==> src/rtl/instruction_decode_pkg.sv <==
// Shared encodings and the control decoder for the MIPS-I ID stage.
// The ID/EX bundle type is also defined here.
package instruction_decode_pkg;

  localparam logic [5:0] OP_RTYPE = 6'h00;
  localparam logic [5:0] OP_J     = 6'h02;
  localparam logic [5:0] OP_JAL   = 6'h03;
  localparam logic [5:0] OP_BEQ   = 6'h04;
  localparam logic [5:0] OP_BNE   = 6'h05;
  localparam logic [5:0] OP_ADDI  = 6'h08;
  localparam logic [5:0] OP_SLTI  = 6'h0A;
  localparam logic [5:0] OP_ANDI  = 6'h0C;
  localparam logic [5:0] OP_ORI   = 6'h0D;
  localparam logic [5:0] OP_LUI   = 6'h0F;
  localparam logic [5:0] OP_LW    = 6'h23;
  localparam logic [5:0] OP_SW    = 6'h2B;

  localparam logic [5:0] FN_JR  = 6'h08;
  localparam logic [5:0] FN_ADD = 6'h20;
  localparam logic [5:0] FN_SUB = 6'h22;
  localparam logic [5:0] FN_AND = 6'h24;
  localparam logic [5:0] FN_OR  = 6'h25;
  localparam logic [5:0] FN_SLT = 6'h2A;

  typedef enum logic [3:0] {
    ALU_ADD = 4'd0,
    ALU_SUB = 4'd1,
    ALU_AND = 4'd2,
    ALU_OR  = 4'd3,
    ALU_SLT = 4'd4,
    ALU_LUI = 4'd5
  } alu_op_e;

  typedef enum logic [1:0] {
    IDLE = 2'b00,
    RUN  = 2'b01
  } state_e;

  typedef enum logic [1:0] {
    IMM_NONE, IMM_SEXT, IMM_ZEXT, IMM_LUI
  } imm_e;

  typedef enum logic [1:0] {
    RD_NONE, RD_RD, RD_RT, RD_RA
  } rd_e;

  typedef struct packed {
    logic    valid;
    alu_op_e alu_op;
    logic    alu_src;
    logic    reg_write;
    logic    mem_read;
    logic    mem_write;
    logic    mem_to_reg;
    logic    link;
    logic    use_rs;
    logic    use_rt;
    logic    is_beq;
    logic    is_bne;
    logic    is_j;
    logic    is_jr;
    imm_e    imm_sel;
    rd_e     rd_sel;
  } ctrl_t;

  typedef struct packed {
    logic [31:0] pc;
    logic [31:0] rs_data;
    logic [31:0] rt_data;
    logic [31:0] imm;
    logic [4:0]  rs;
    logic [4:0]  rt;
    logic [4:0]  rd;
    alu_op_e     alu_op;
    logic        alu_src;
    logic        reg_write;
    logic        mem_read;
    logic        mem_write;
    logic        mem_to_reg;
    logic        link;
  } id_ex_t;

  // Anything not listed decodes to an all-zero (bubble) control word.
  function automatic ctrl_t decode(
    input logic [5:0] op,
    input logic [5:0] fn
  );
    ctrl_t c;
    c = '0;
    unique case (1'b1)
      (op == OP_RTYPE): begin
        c.valid     = 1'b1;
        c.use_rs    = 1'b1;
        c.use_rt    = 1'b1;
        c.reg_write = 1'b1;
        c.rd_sel    = RD_RD;
        unique case (1'b1)
          (fn == FN_ADD): c.alu_op = ALU_ADD;
          (fn == FN_SUB): c.alu_op = ALU_SUB;
          (fn == FN_AND): c.alu_op = ALU_AND;
          (fn == FN_OR):  c.alu_op = ALU_OR;
          (fn == FN_SLT): c.alu_op = ALU_SLT;
          (fn == FN_JR): begin
            c.use_rt    = 1'b0;
            c.reg_write = 1'b0;
            c.rd_sel    = RD_NONE;
            c.is_jr     = 1'b1;
          end
          default: c = '0;
        endcase
      end
      (op == OP_J): begin
        c.valid = 1'b1;
        c.is_j  = 1'b1;
      end
      (op == OP_JAL): begin
        c.valid     = 1'b1;
        c.is_j      = 1'b1;
        c.link      = 1'b1;
        c.reg_write = 1'b1;
        c.rd_sel    = RD_RA;
      end
      (op == OP_BEQ),
      (op == OP_BNE): begin
        c.valid   = 1'b1;
        c.alu_op  = ALU_SUB;
        c.use_rs  = 1'b1;
        c.use_rt  = 1'b1;
        c.is_beq  = (op == OP_BEQ);
        c.is_bne  = (op == OP_BNE);
        c.imm_sel = IMM_SEXT;
      end
      (op == OP_ADDI),
      (op == OP_SLTI),
      (op == OP_ANDI),
      (op == OP_ORI),
      (op == OP_LUI),
      (op == OP_LW): begin
        c.valid     = 1'b1;
        c.alu_src   = 1'b1;
        c.reg_write = 1'b1;
        c.use_rs    = (op != OP_LUI);
        c.rd_sel    = RD_RT;
        c.imm_sel   = IMM_SEXT;
        c.mem_read  = (op == OP_LW);
        c.mem_to_reg = (op == OP_LW);
        unique case (1'b1)
          (op == OP_SLTI): c.alu_op = ALU_SLT;
          (op == OP_ANDI): begin
            c.alu_op  = ALU_AND;
            c.imm_sel = IMM_ZEXT;
          end
          (op == OP_ORI): begin
            c.alu_op  = ALU_OR;
            c.imm_sel = IMM_ZEXT;
          end
          (op == OP_LUI): begin
            c.alu_op  = ALU_LUI;
            c.imm_sel = IMM_LUI;
          end
          default: c.alu_op = ALU_ADD;
        endcase
      end
      (op == OP_SW): begin
        c.valid     = 1'b1;
        c.alu_src   = 1'b1;
        c.mem_write = 1'b1;
        c.use_rs    = 1'b1;
        c.use_rt    = 1'b1;
        c.imm_sel   = IMM_SEXT;
      end
      default: c = '0;
    endcase
    return c;
  endfunction

endpackage

==> src/rtl/instruction_decode_register_file.sv <==
// 32x32 register file: two async reads, one sync write.
// Reads of the register being written this cycle return the new data.
module register_file
  import instruction_decode_pkg::*;
#(
  parameter int NUM_REGS = 32
) (
  input  logic        clk,
  input  logic        rst,
  input  logic        we_i,
  input  logic [4:0]  wr_addr_i,
  input  logic [31:0] wr_data_i,
  input  logic [4:0]  ra_addr_i,
  output logic [31:0] ra_data_o,
  input  logic [4:0]  rb_addr_i,
  output logic [31:0] rb_data_o
);

  logic [31:0] mem_q [NUM_REGS];

  function automatic logic [31:0] rd_port(
    input logic [4:0] a
  );
    if (a == 5'd0)
      return 32'd0;
    else if (we_i && (a == wr_addr_i))
      return wr_data_i;
    else
      return mem_q[a];
  endfunction

  assign ra_data_o = rd_port(ra_addr_i);
  assign rb_data_o = rd_port(rb_addr_i);

  always_ff @(posedge clk) begin
    if (rst) begin
      for (int i = 0; i < NUM_REGS; i++)
        mem_q[i] <= '0;
    end else if (we_i && (wr_addr_i != 5'd0)) begin
      mem_q[wr_addr_i] <= wr_data_i;
    end
  end

endmodule

==> src/rtl/instruction_decode.sv <==
// MIPS-I ID stage: decode, regfile read, branch/jump resolve,
// hazard stall, wrong-path squash and the ID/EX register.
module instruction_decode
  import instruction_decode_pkg::*;
#(
  parameter int          NUM_REGS = 32,
  parameter logic [31:0] NOP_IR   = 32'h0
) (
  input  logic        clk,
  input  logic        rst,
  input  logic [1:0]  curr_state,
  input  logic [31:0] id_ir,
  input  logic [31:0] id_pc,
  input  logic        wb_we,
  input  logic [4:0]  wb_rd,
  input  logic [31:0] wb_data,
  input  logic        mem_mem_read,
  input  logic [4:0]  mem_rd,
  output logic        jump,
  output logic [31:0] jump_addr,
  output logic        branch,
  output logic [31:0] branch_addr,
  output logic        stall,
  output logic [31:0] DE_pc,
  output logic [31:0] DE_rs_data,
  output logic [31:0] DE_rt_data,
  output logic [31:0] DE_imm,
  output logic [4:0]  DE_rs,
  output logic [4:0]  DE_rt,
  output logic [4:0]  DE_rd,
  output logic [3:0]  DE_alu_op,
  output logic        DE_alu_src,
  output logic        DE_reg_write,
  output logic        DE_mem_read,
  output logic        DE_mem_write,
  output logic        DE_mem_to_reg,
  output logic        DE_link
);

  logic        run;
  logic        squash_q, squash_d;
  logic [31:0] ir;
  ctrl_t       c;
  logic [4:0]  rs, rt;
  logic [31:0] rs_data, rt_data;
  logic [31:0] imm;
  logic [4:0]  rd_w;
  id_ex_t      de_q, de_d;

  assign run = (curr_state == RUN);
  assign ir  = (run && !squash_q) ? id_ir : NOP_IR;
  assign c   = (ir == NOP_IR) ? '0
             : decode(ir[31:26], ir[5:0]);
  assign rs  = ir[25:21];
  assign rt  = ir[20:16];

  register_file #(
    .NUM_REGS (NUM_REGS)
  ) u_rf (
    .clk       (clk),
    .rst       (rst),
    .we_i      (wb_we),
    .wr_addr_i (wb_rd),
    .wr_data_i (wb_data),
    .ra_addr_i (rs),
    .ra_data_o (rs_data),
    .rb_addr_i (rt),
    .rb_data_o (rt_data)
  );

  logic rs_ex, rt_ex, rs_mem, rt_mem;
  logic load_use, br_haz, br_src;

  assign rs_ex  = (de_q.rd != 5'd0) && (de_q.rd == rs);
  assign rt_ex  = (de_q.rd != 5'd0) && (de_q.rd == rt);
  assign rs_mem = (mem_rd != 5'd0) && (mem_rd == rs);
  assign rt_mem = (mem_rd != 5'd0) && (mem_rd == rt);

  assign load_use = de_q.mem_read &&
    ((c.use_rs && rs_ex) || (c.use_rt && rt_ex));

  // Branches compare in ID, so any in-flight producer blocks them.
  assign br_src = c.is_beq | c.is_bne;
  assign br_haz =
    ((br_src | c.is_jr) &&
     ((de_q.reg_write && rs_ex) ||
      (mem_mem_read && rs_mem))) ||
    (br_src &&
     ((de_q.reg_write && rt_ex) ||
      (mem_mem_read && rt_mem)));

  assign stall = load_use | br_haz;

  assign jump   = !stall && (c.is_j | c.is_jr);
  assign branch = !stall &&
    ((c.is_beq && (rs_data == rt_data)) ||
     (c.is_bne && (rs_data != rt_data)));

  assign jump_addr = c.is_jr ? rs_data
    : {id_pc[31:28], ir[25:0], 2'b00};
  assign branch_addr = id_pc + 32'd4 +
    {{14{ir[15]}}, ir[15:0], 2'b00};

  always_comb begin
    imm = '0;
    unique case (c.imm_sel)
      IMM_SEXT: imm = {{16{ir[15]}}, ir[15:0]};
      IMM_ZEXT: imm = {16'd0, ir[15:0]};
      IMM_LUI:  imm = {ir[15:0], 16'd0};
      default:  imm = '0;
    endcase
  end

  always_comb begin
    rd_w = '0;
    unique case (c.rd_sel)
      RD_RD:   rd_w = ir[15:11];
      RD_RT:   rd_w = rt;
      RD_RA:   rd_w = 5'd31;
      default: rd_w = '0;
    endcase
  end

  // A stall holds the same IR, so it must not burn the squash slot.
  always_comb begin
    squash_d = 1'b0;
    if (run) begin
      if (stall)
        squash_d = squash_q;
      else
        squash_d = jump | branch;
    end
  end

  always_comb begin
    de_d = '0;
    if (c.valid && !stall) begin
      de_d.pc         = id_pc;
      de_d.rs_data    = rs_data;
      de_d.rt_data    = rt_data;
      de_d.imm        = imm;
      de_d.rs         = rs;
      de_d.rt         = rt;
      de_d.rd         = rd_w;
      de_d.alu_op     = c.alu_op;
      de_d.alu_src    = c.alu_src;
      de_d.reg_write  = c.reg_write;
      de_d.mem_read   = c.mem_read;
      de_d.mem_write  = c.mem_write;
      de_d.mem_to_reg = c.mem_to_reg;
      de_d.link       = c.link;
    end
  end

  always_ff @(posedge clk) begin
    if (rst) begin
      de_q     <= '0;
      squash_q <= 1'b0;
    end else begin
      de_q     <= de_d;
      squash_q <= squash_d;
    end
  end

  assign DE_pc         = de_q.pc;
  assign DE_rs_data    = de_q.rs_data;
  assign DE_rt_data    = de_q.rt_data;
  assign DE_imm        = de_q.imm;
  assign DE_rs         = de_q.rs;
  assign DE_rt         = de_q.rt;
  assign DE_rd         = de_q.rd;
  assign DE_alu_op     = de_q.alu_op;
  assign DE_alu_src    = de_q.alu_src;
  assign DE_reg_write  = de_q.reg_write;
  assign DE_mem_read   = de_q.mem_read;
  assign DE_mem_write  = de_q.mem_write;
  assign DE_mem_to_reg = de_q.mem_to_reg;
  assign DE_link       = de_q.link;

endmodule

==> config.mk <==
export PLATFORM = sky130hd
export DESIGN_NAME = instruction_decode
export DESIGN_NICKNAME = d
export VERILOG_FILES = /design/src/rtl/instruction_decode_pkg.sv /design/src/rtl/instruction_decode_register_file.sv /design/src/rtl/instruction_decode.sv
export SDC_FILE = /design/constraint.sdc
export NUM_CORES = 2
export LEC_CHECK = 0
export ABC_CLOCK_PERIOD_IN_PS = 7010
export CAP_MARGIN = 20
export CORE_ASPECT_RATIO = 0.9
export CORE_MARGIN = 10
export CORE_UTILIZATION = 55
export CTS_CLUSTER_DIAMETER = 60
export DETAILED_ROUTE_END_ITERATION = 16
export PLACE_DENSITY = 0.74
export SYNTH_ARGS = -nofsm -noshare
export SYNTH_HDL_FRONTEND = slang
export SYNTH_HIERARCHICAL = 1
export SYNTH_SLANG_ARGS = --single-unit
==> constraint.sdc <==
create_clock -name clk -period 7.01 [get_ports clk]
set_input_delay 1.0515 -clock clk [delete_from_list [all_inputs] [get_ports clk]]
set_output_delay 1.0515 -clock clk [all_outputs]
set_load 0.03 [all_outputs]
After elaboration in Yosys (flattened, before gate mapping)
Memory sizes are Yosys's and may differ from the RTL's.
Cells that the tools add are included.
{"block": "word_totals", "word_cells": 148, "mem_bits_rw": 1024, "out_inout_bits": 220, "ff_bits": 154, "in_bits": 112, "memories": 1}
{"block": "classes", "n_reduce_logical": 50, "n_mux": 40, "n_addsub": 2, "bitwise": 7, "n_eq_ne": 33}
{"name": "u_rf.mem_q", "words": 32, "width": 32, "read_ports": 2, "rd_ports_with_merged_regs": 0, "write_ports": 32, "line_no": "instruction_decode_register_file.sv:19", "text": "logic [31:0] mem_q [NUM_REGS];"}
{"operator": "$mux W32", "n": 7}
{"operator": "$pmux W32 S3", "n": 1}
{"operator": "$eq A6 B6 Y1 const B", "n": 7}
{"operator": "$eq A6 B4 Y1 const B", "n": 6}
{"operator": "$add A32 B3 Y32 const B", "n": 1}
{"operator": "$add A32 B32 Y32", "n": 1}
{"operator": "$eq A32 B32 Y1", "n": 1}
{"operator": "$logic_not A32 Y1", "n": 1}
{"operator": "$ne A32 B32 Y1", "n": 1}
{"operator": "$reduce_or A32 Y1", "n": 1}
{"operator": "$eq A5 B5 Y1", "n": 6}
{"operator": "$pmux W3 S4", "n": 2}
{"operator": "$logic_and A1 B1 Y1", "n": 22}
{"operator": "$mux W21", "n": 1}
{"operator": "$pmux W5 S3", "n": 1}
{"operator": "$reduce_bool A5 Y1", "n": 3}
{"operator": "$mux W1", "n": 14}
{"operator": "$pmux W1 S2", "n": 7}
{"operator": "$reduce_or A7 Y1", "n": 2}
{"operator": "$eq A6 B2 Y1 const B", "n": 2}
{"operator": "$eq A6 B3 Y1 const B", "n": 2}
{"operator": "$reduce_or A6 Y1", "n": 2}
{"operator": "$reduce_or A11 Y1", "n": 1}
{"operator": "$logic_not A5 Y1", "n": 2}
{"operator": "17 further kinds", "n": 38}

Depth between registers and ports, before layout
{"block": "logic_depth", "depth_word": 17, "mapped_depth": 22, "depth_no_buf": 16}

By module
Netlist, hierarchy kept.
{"mod": "register_file", "seq_area_each_um2": 30749.5, "area_each_um2": 55179.2, "n_inst": 1, "cells_each": 3830}
{"mod": "instruction_decode", "seq_area_each_um2": 3042.9, "area_each_um2": 7676.1, "n_inst": 1, "cells_each": 880}

Worst setup path before layout
OpenSTA, ideal clock, no wires.
{"block": "synth_path", "path_kind": "input-to-output", "from": "in curr_state[1]", "to": "out branch_addr[30]", "setup_slack_ps": 940, "arrival_ps": 5018, "required_time_ps": 5958, "path_buffers": 2, "cell_stages": 15, "path_cell_list": "nor3b_2 > clkbuf_1 > clkbuf_1 > nand2_1 > inv_1 > ha_1 > ha_1 > nand3_1 > or3_1 > a211o_1 > a211oi_1 > a2111oi_0 > o21bai_1 > a21oi_1 > xnor2_1"}
{"block": "synth_via", "elab_chain_cells": 4}
{"item": "start: declaration", "line_no": "instruction_decode.sv:11", "text": "input logic [1:0] curr_state,"}
{"item": "$eq A2 B1 Y1", "line_no": "instruction_decode.sv:50", "text": "assign run = (curr_state == RUN);"}
{"item": "$logic_and A1 B1 Y1", "line_no": "instruction_decode.sv:51", "text": "assign ir = (run && !squash_q) ? id_ir : NOP_IR;"}
{"item": "$mux W32", "line_no": "instruction_decode.sv:51"}
{"item": "$add A32 B32 Y32", "line_no": "instruction_decode.sv:101", "text": "assign branch_addr = id_pc + 32'd4 +"}
{"item": "end: declaration", "line_no": "instruction_decode.sv:22", "text": "output logic [31:0] branch_addr,"}
No other way between the ends.

Worst setup path in the final report
{"block": "layout_path", "from": "in curr_state[1]", "to": "out branch"}
{"block": "layout_via", "elab_cells_between_ends": 76, "classes_between": "eq/ne: 25; mux: 13; bitwise: 3; reduce/logical: 34; memory: 1"}
{"item": "$eq A2 B1 Y1 *", "line_no": "instruction_decode.sv:50"}
{"item": "$logic_and A1 B1 Y1 *", "line_no": "instruction_decode.sv:51"}
{"item": "$mux W32 *", "line_no": "instruction_decode.sv:51"}
{"item": "net ir[22]", "line_no": "instruction_decode.sv:42", "text": "logic [31:0] ir;"}
{"item": "branches (longest 3 deep; another with $mem_v2 Z32 W32)"}
{"item": "$mux W32 *", "line_no": "instruction_decode_register_file.sv:24", "text": "if (a == 5'd0)"}
{"item": "net rs_data[2]", "line_no": "instruction_decode.sv:45", "text": "logic [31:0] rs_data, rt_data;"}
{"item": "$eq A32 B32 Y1 / $ne A32 B32 Y1 (equally long branches)", "line_no": "instruction_decode.sv:96, instruction_decode.sv:97"}
{"item": "$logic_and A1 B1 Y1 (on tied branches)", "line_no": "instruction_decode.sv:96, instruction_decode.sv:97"}
{"item": "$logic_or A1 B1 Y1 *", "line_no": "instruction_decode.sv:96", "text": "((c.is_beq && (rs_data == rt_data)) ||"}
{"item": "$logic_and A1 B1 Y1 *", "line_no": "instruction_decode.sv:95", "text": "assign branch = !stall &&"}
{"item": "end: declaration", "line_no": "instruction_decode.sv:21", "text": "output logic branch,"}
Mark *: on every way through the listed nets, which the timed path passes.

==> results_dict.tcl <==
set metrics [dict create \
    status "completed" \
    mostFrequentLayoutCells "and2_1 (1,093), edfxtp_1 (1,024), mux4_2 (380), clkdlybuf4s50_1 (290), buf_4 (280)" \
    fmax_ghz 0.144 \
    top_layer_used "met5" \
    ir_drop_mv 0.237 \
    reg2reg_from "squash_q" \
    worstPathMaxFanout 21 \
    slew_viol_final 0 \
    synth-seq-cells 1176 \
    arrival_ns 5.87 \
    period_needed_ns 6.92 \
    die-area_um2 128000 \
    max-cap-violations 0 \
    drt-initial-drc-count 7457 \
    layout.nets 5206 \
    grt_pass1_vias 44848 \
    largest_reg_flops 1024 \
    ioPinCount 332 \
    clock_skew_ns 0.0302 \
    utilization 0.645 \
    seq_area_frac_synth 0.538 \
    setup_violations 0 \
    grt_overflow 0 \
    layout_commonest_cell "and2_1" \
    antenna_found_initial 22 \
    vias 45422 \
    drtAntennaViolNets 0 \
    worstMarginPinSlew_ns 1.23 \
    htreeDepth 3 \
    critPathLaunchType "input port" \
    synthCells 4710 \
    hold_violations 0 \
    r2r_end "squash_q" \
    syn-cell-area_um2 62900 \
    tritoncts "done" \
    insertion_delay_ns 0.78 \
    p_per_area_nw_per_um2 232 \
    routed_wl_mm 232 \
    async_flop_share 0 \
    cts.root.buffer_cell "clkbuf_16" \
    whs_ns 0.774 \
    ff_latch_area_um2 33800 \
    drt-met1-wl_mm 79.8 \
    crit_end "branch" \
    firstDrtPassIters 6 \
    avgViaCountPerCell 6.84 \
    netlist-cell-type-count 73 \
    die_y_um 341 \
    post_drt_wl_per_cell_um 34.9 \
    crit_type "in2out" \
    wl_met3_mm 30.6 \
    syn_avg_cell_area_um2 13.3 \
    synth_edf_count 1024 \
    totalPowerFinal_uw 16900 \
    yosysWarnings 6 \
    post-route-period-util 0.988 \
    grtUsageTotal 0.353 \
    die_w_um 376 \
    initial_core_util 0.555 \
    crit_path_end_kind "primary output" \
    area_delta_synth_final_pct 16.3 \
    slew_headroom 0.180 \
    reg2reg_slack_ns 2.18 \
    core-area_um2 113000 \
    cts-buffers-inserted 120 \
    grt_first_pass_wirelength_mm 326 \
    gp_congestion 0.995 \
    clk_path_buf_depth 3 \
    drc 0 \
    regMostFlops "u_rf/mem_q" \
    rsz0062_at_grt "true" \
    cts.sinks 1176 \
    path_clk_slew_ns 0.06 \
    wl_met2_mm 103 \
    ys.flop_type "edfxtp_1" \
    rows 117 \
    p_leak_uw 0.0253 \
    min_path_type "reg2reg" \
    drive_above_1_share 0.214 \
    hpwl_mm 151 \
    portBuffers 330 \
    cts_setup_buffers 0 \
    multiInputGateArea_um2 27200 \
    grt_max_degree 65 \
    crit_path_start "curr_state[1]" \
    reg2reg_depth 19 \
    cp.required_ns 5.96 \
    nFillCells 8243 \
]
[final cells by class]
type	instances	area share
Clock buffer	152	0.0450
Timing Repair Buffer	623	0.0825
Antenna cell	12	0.000411
Inverter	40	0.00257
Sequential cell	1176	0.462
Tap cell	1487	0.0254
Clock inverter	74	0.00960
Multi-Input combinational cell	3075	0.372
[synth_stat cells, drive strengths merged, types with 3 or more instances]
library cell | number | share of area
a31oi | 29 | 0.0029
o211ai | 3 | 0.00036
a2111oi | 17 | 0.0024
nand2 | 154 | 0.0092
mux2i | 247 | 0.039
o22ai | 83 | 0.0083
o21ai | 103 | 0.0082
nor2b | 10 | 0.0010
nand3 | 8 | 0.00064
a22oi | 88 | 0.011
nand4bb | 4 | 0.00072
nand3b | 10 | 0.0012
a21oi | 86 | 0.0068
nand2b | 13 | 0.0013
nor3b | 5 | 0.00068
or3b | 6 | 0.00084
ha | 57 | 0.011
and3 | 20 | 0.0020
nor4 | 21 | 0.0022
edfxtp | 1024 | 0.49
or4 | 3 | 0.00036
nand4 | 8 | 0.00080
a221o | 5 | 0.00080
buf | 124 | 0.013
xor2 | 43 | 0.0060
mux4 | 380 | 0.14
and2 | 1095 | 0.11
dfxtp | 152 | 0.048
mux2 | 88 | 0.016
o221ai | 40 | 0.0056
clkbuf | 326 | 0.020
inv | 40 | 0.0024
a311oi | 9 | 0.0013
a21o | 8 | 0.00096
or2 | 38 | 0.0038
nor3 | 56 | 0.0054
a211o | 14 | 0.0020
or3 | 5 | 0.00050
a221oi | 4 | 0.00056
o21bai | 9 | 0.0011
xnor2 | 44 | 0.0061
nor2 | 137 | 0.0082
a211oi | 38 | 0.0045
a32o | 32 | 0.0051
[worst min-delay path by stage]
stage,start,endpoint,depth (start not counted)
2_1_floorplan,squash_q,DE_rs[1],3
3_3_place_gp,squash_q,DE_rs[4],3
3_5_place_dp,squash_q,DE_rs[4],3
4_1_cts,squash_q,DE_rs[4],3
5_1_grt,squash_q,DE_rs[3],3
6_report,squash_q,DE_rs[4],3
[critical path: stages]
cell and delay (ns):
clkdlybuf4s50_1 0.51, nor3b_4 0.34, nand2_1 0.23, inv_8 0.25, or3b_2 0.63, buf_4 0.24, buf_4 0.19, o22ai_1 0.18
a2111oi_0 0.10, a311oi_1 0.29, a21oi_1 0.14, buf_4 0.17, xor2_1 0.25, nor4_1 0.27, nand4_1 0.22, nor2_1 0.26
xnor2_1 0.14, nor3_1 0.20, buf_4 0.20
[per-layer routing]
layer / up-vias / track usage
li1: 18358 / -
met1: 22421 / 0.444
met2: 3733 / 0.530
met3: 900 / 0.102
met4: 10 / 0.236
met5: - / 0.00189
[timing repair]
item,CTS,global route
setup endpoints to repair,1,2
cloned,0,0
hold buffers,0,0
resized for setup,2,4
[through the flow]
| step | instance area, µm² | instances | setup WS [ns] | setup TNS (ns) |
|---|---|---|---|---|
| floorplan | 63000 | 4741 | 0.940 | 0 |
| global placement | 69000 | 6396 | 0.0464 | 0 |
| detailed placement | 69000 | 6398 | 0.0393 | 0 |
| CTS | 73000 | 6624 | 0.0141 | 0 |
| global route | 73100 | 6634 | -0.108 | -0.108 |
| finish | 73100 | 6639 | 0.0854 | 0 |
[power by group]
part	switching, µW	internal [µW]	total [µW]
logic	1390	880	2270
registers	177	7950	8120
clock network	2860	3690	6550
total	4430	12500	16900
[logic make-up after synthesis]
group	after synthesis	share of synthesized area
muxes	715	0.191
xor gates and xnor gates	87	0.0121
DFF	1176	0.538
other	2	0.000119
AOI/OAI and AO/OA	582	0.0632
buffers and inverters	490	0.0353
and+or+nand+nor	1600	0.149
adders and majority gates	58	0.0117
No activity file was read; power rests on OpenSTA's default activity.
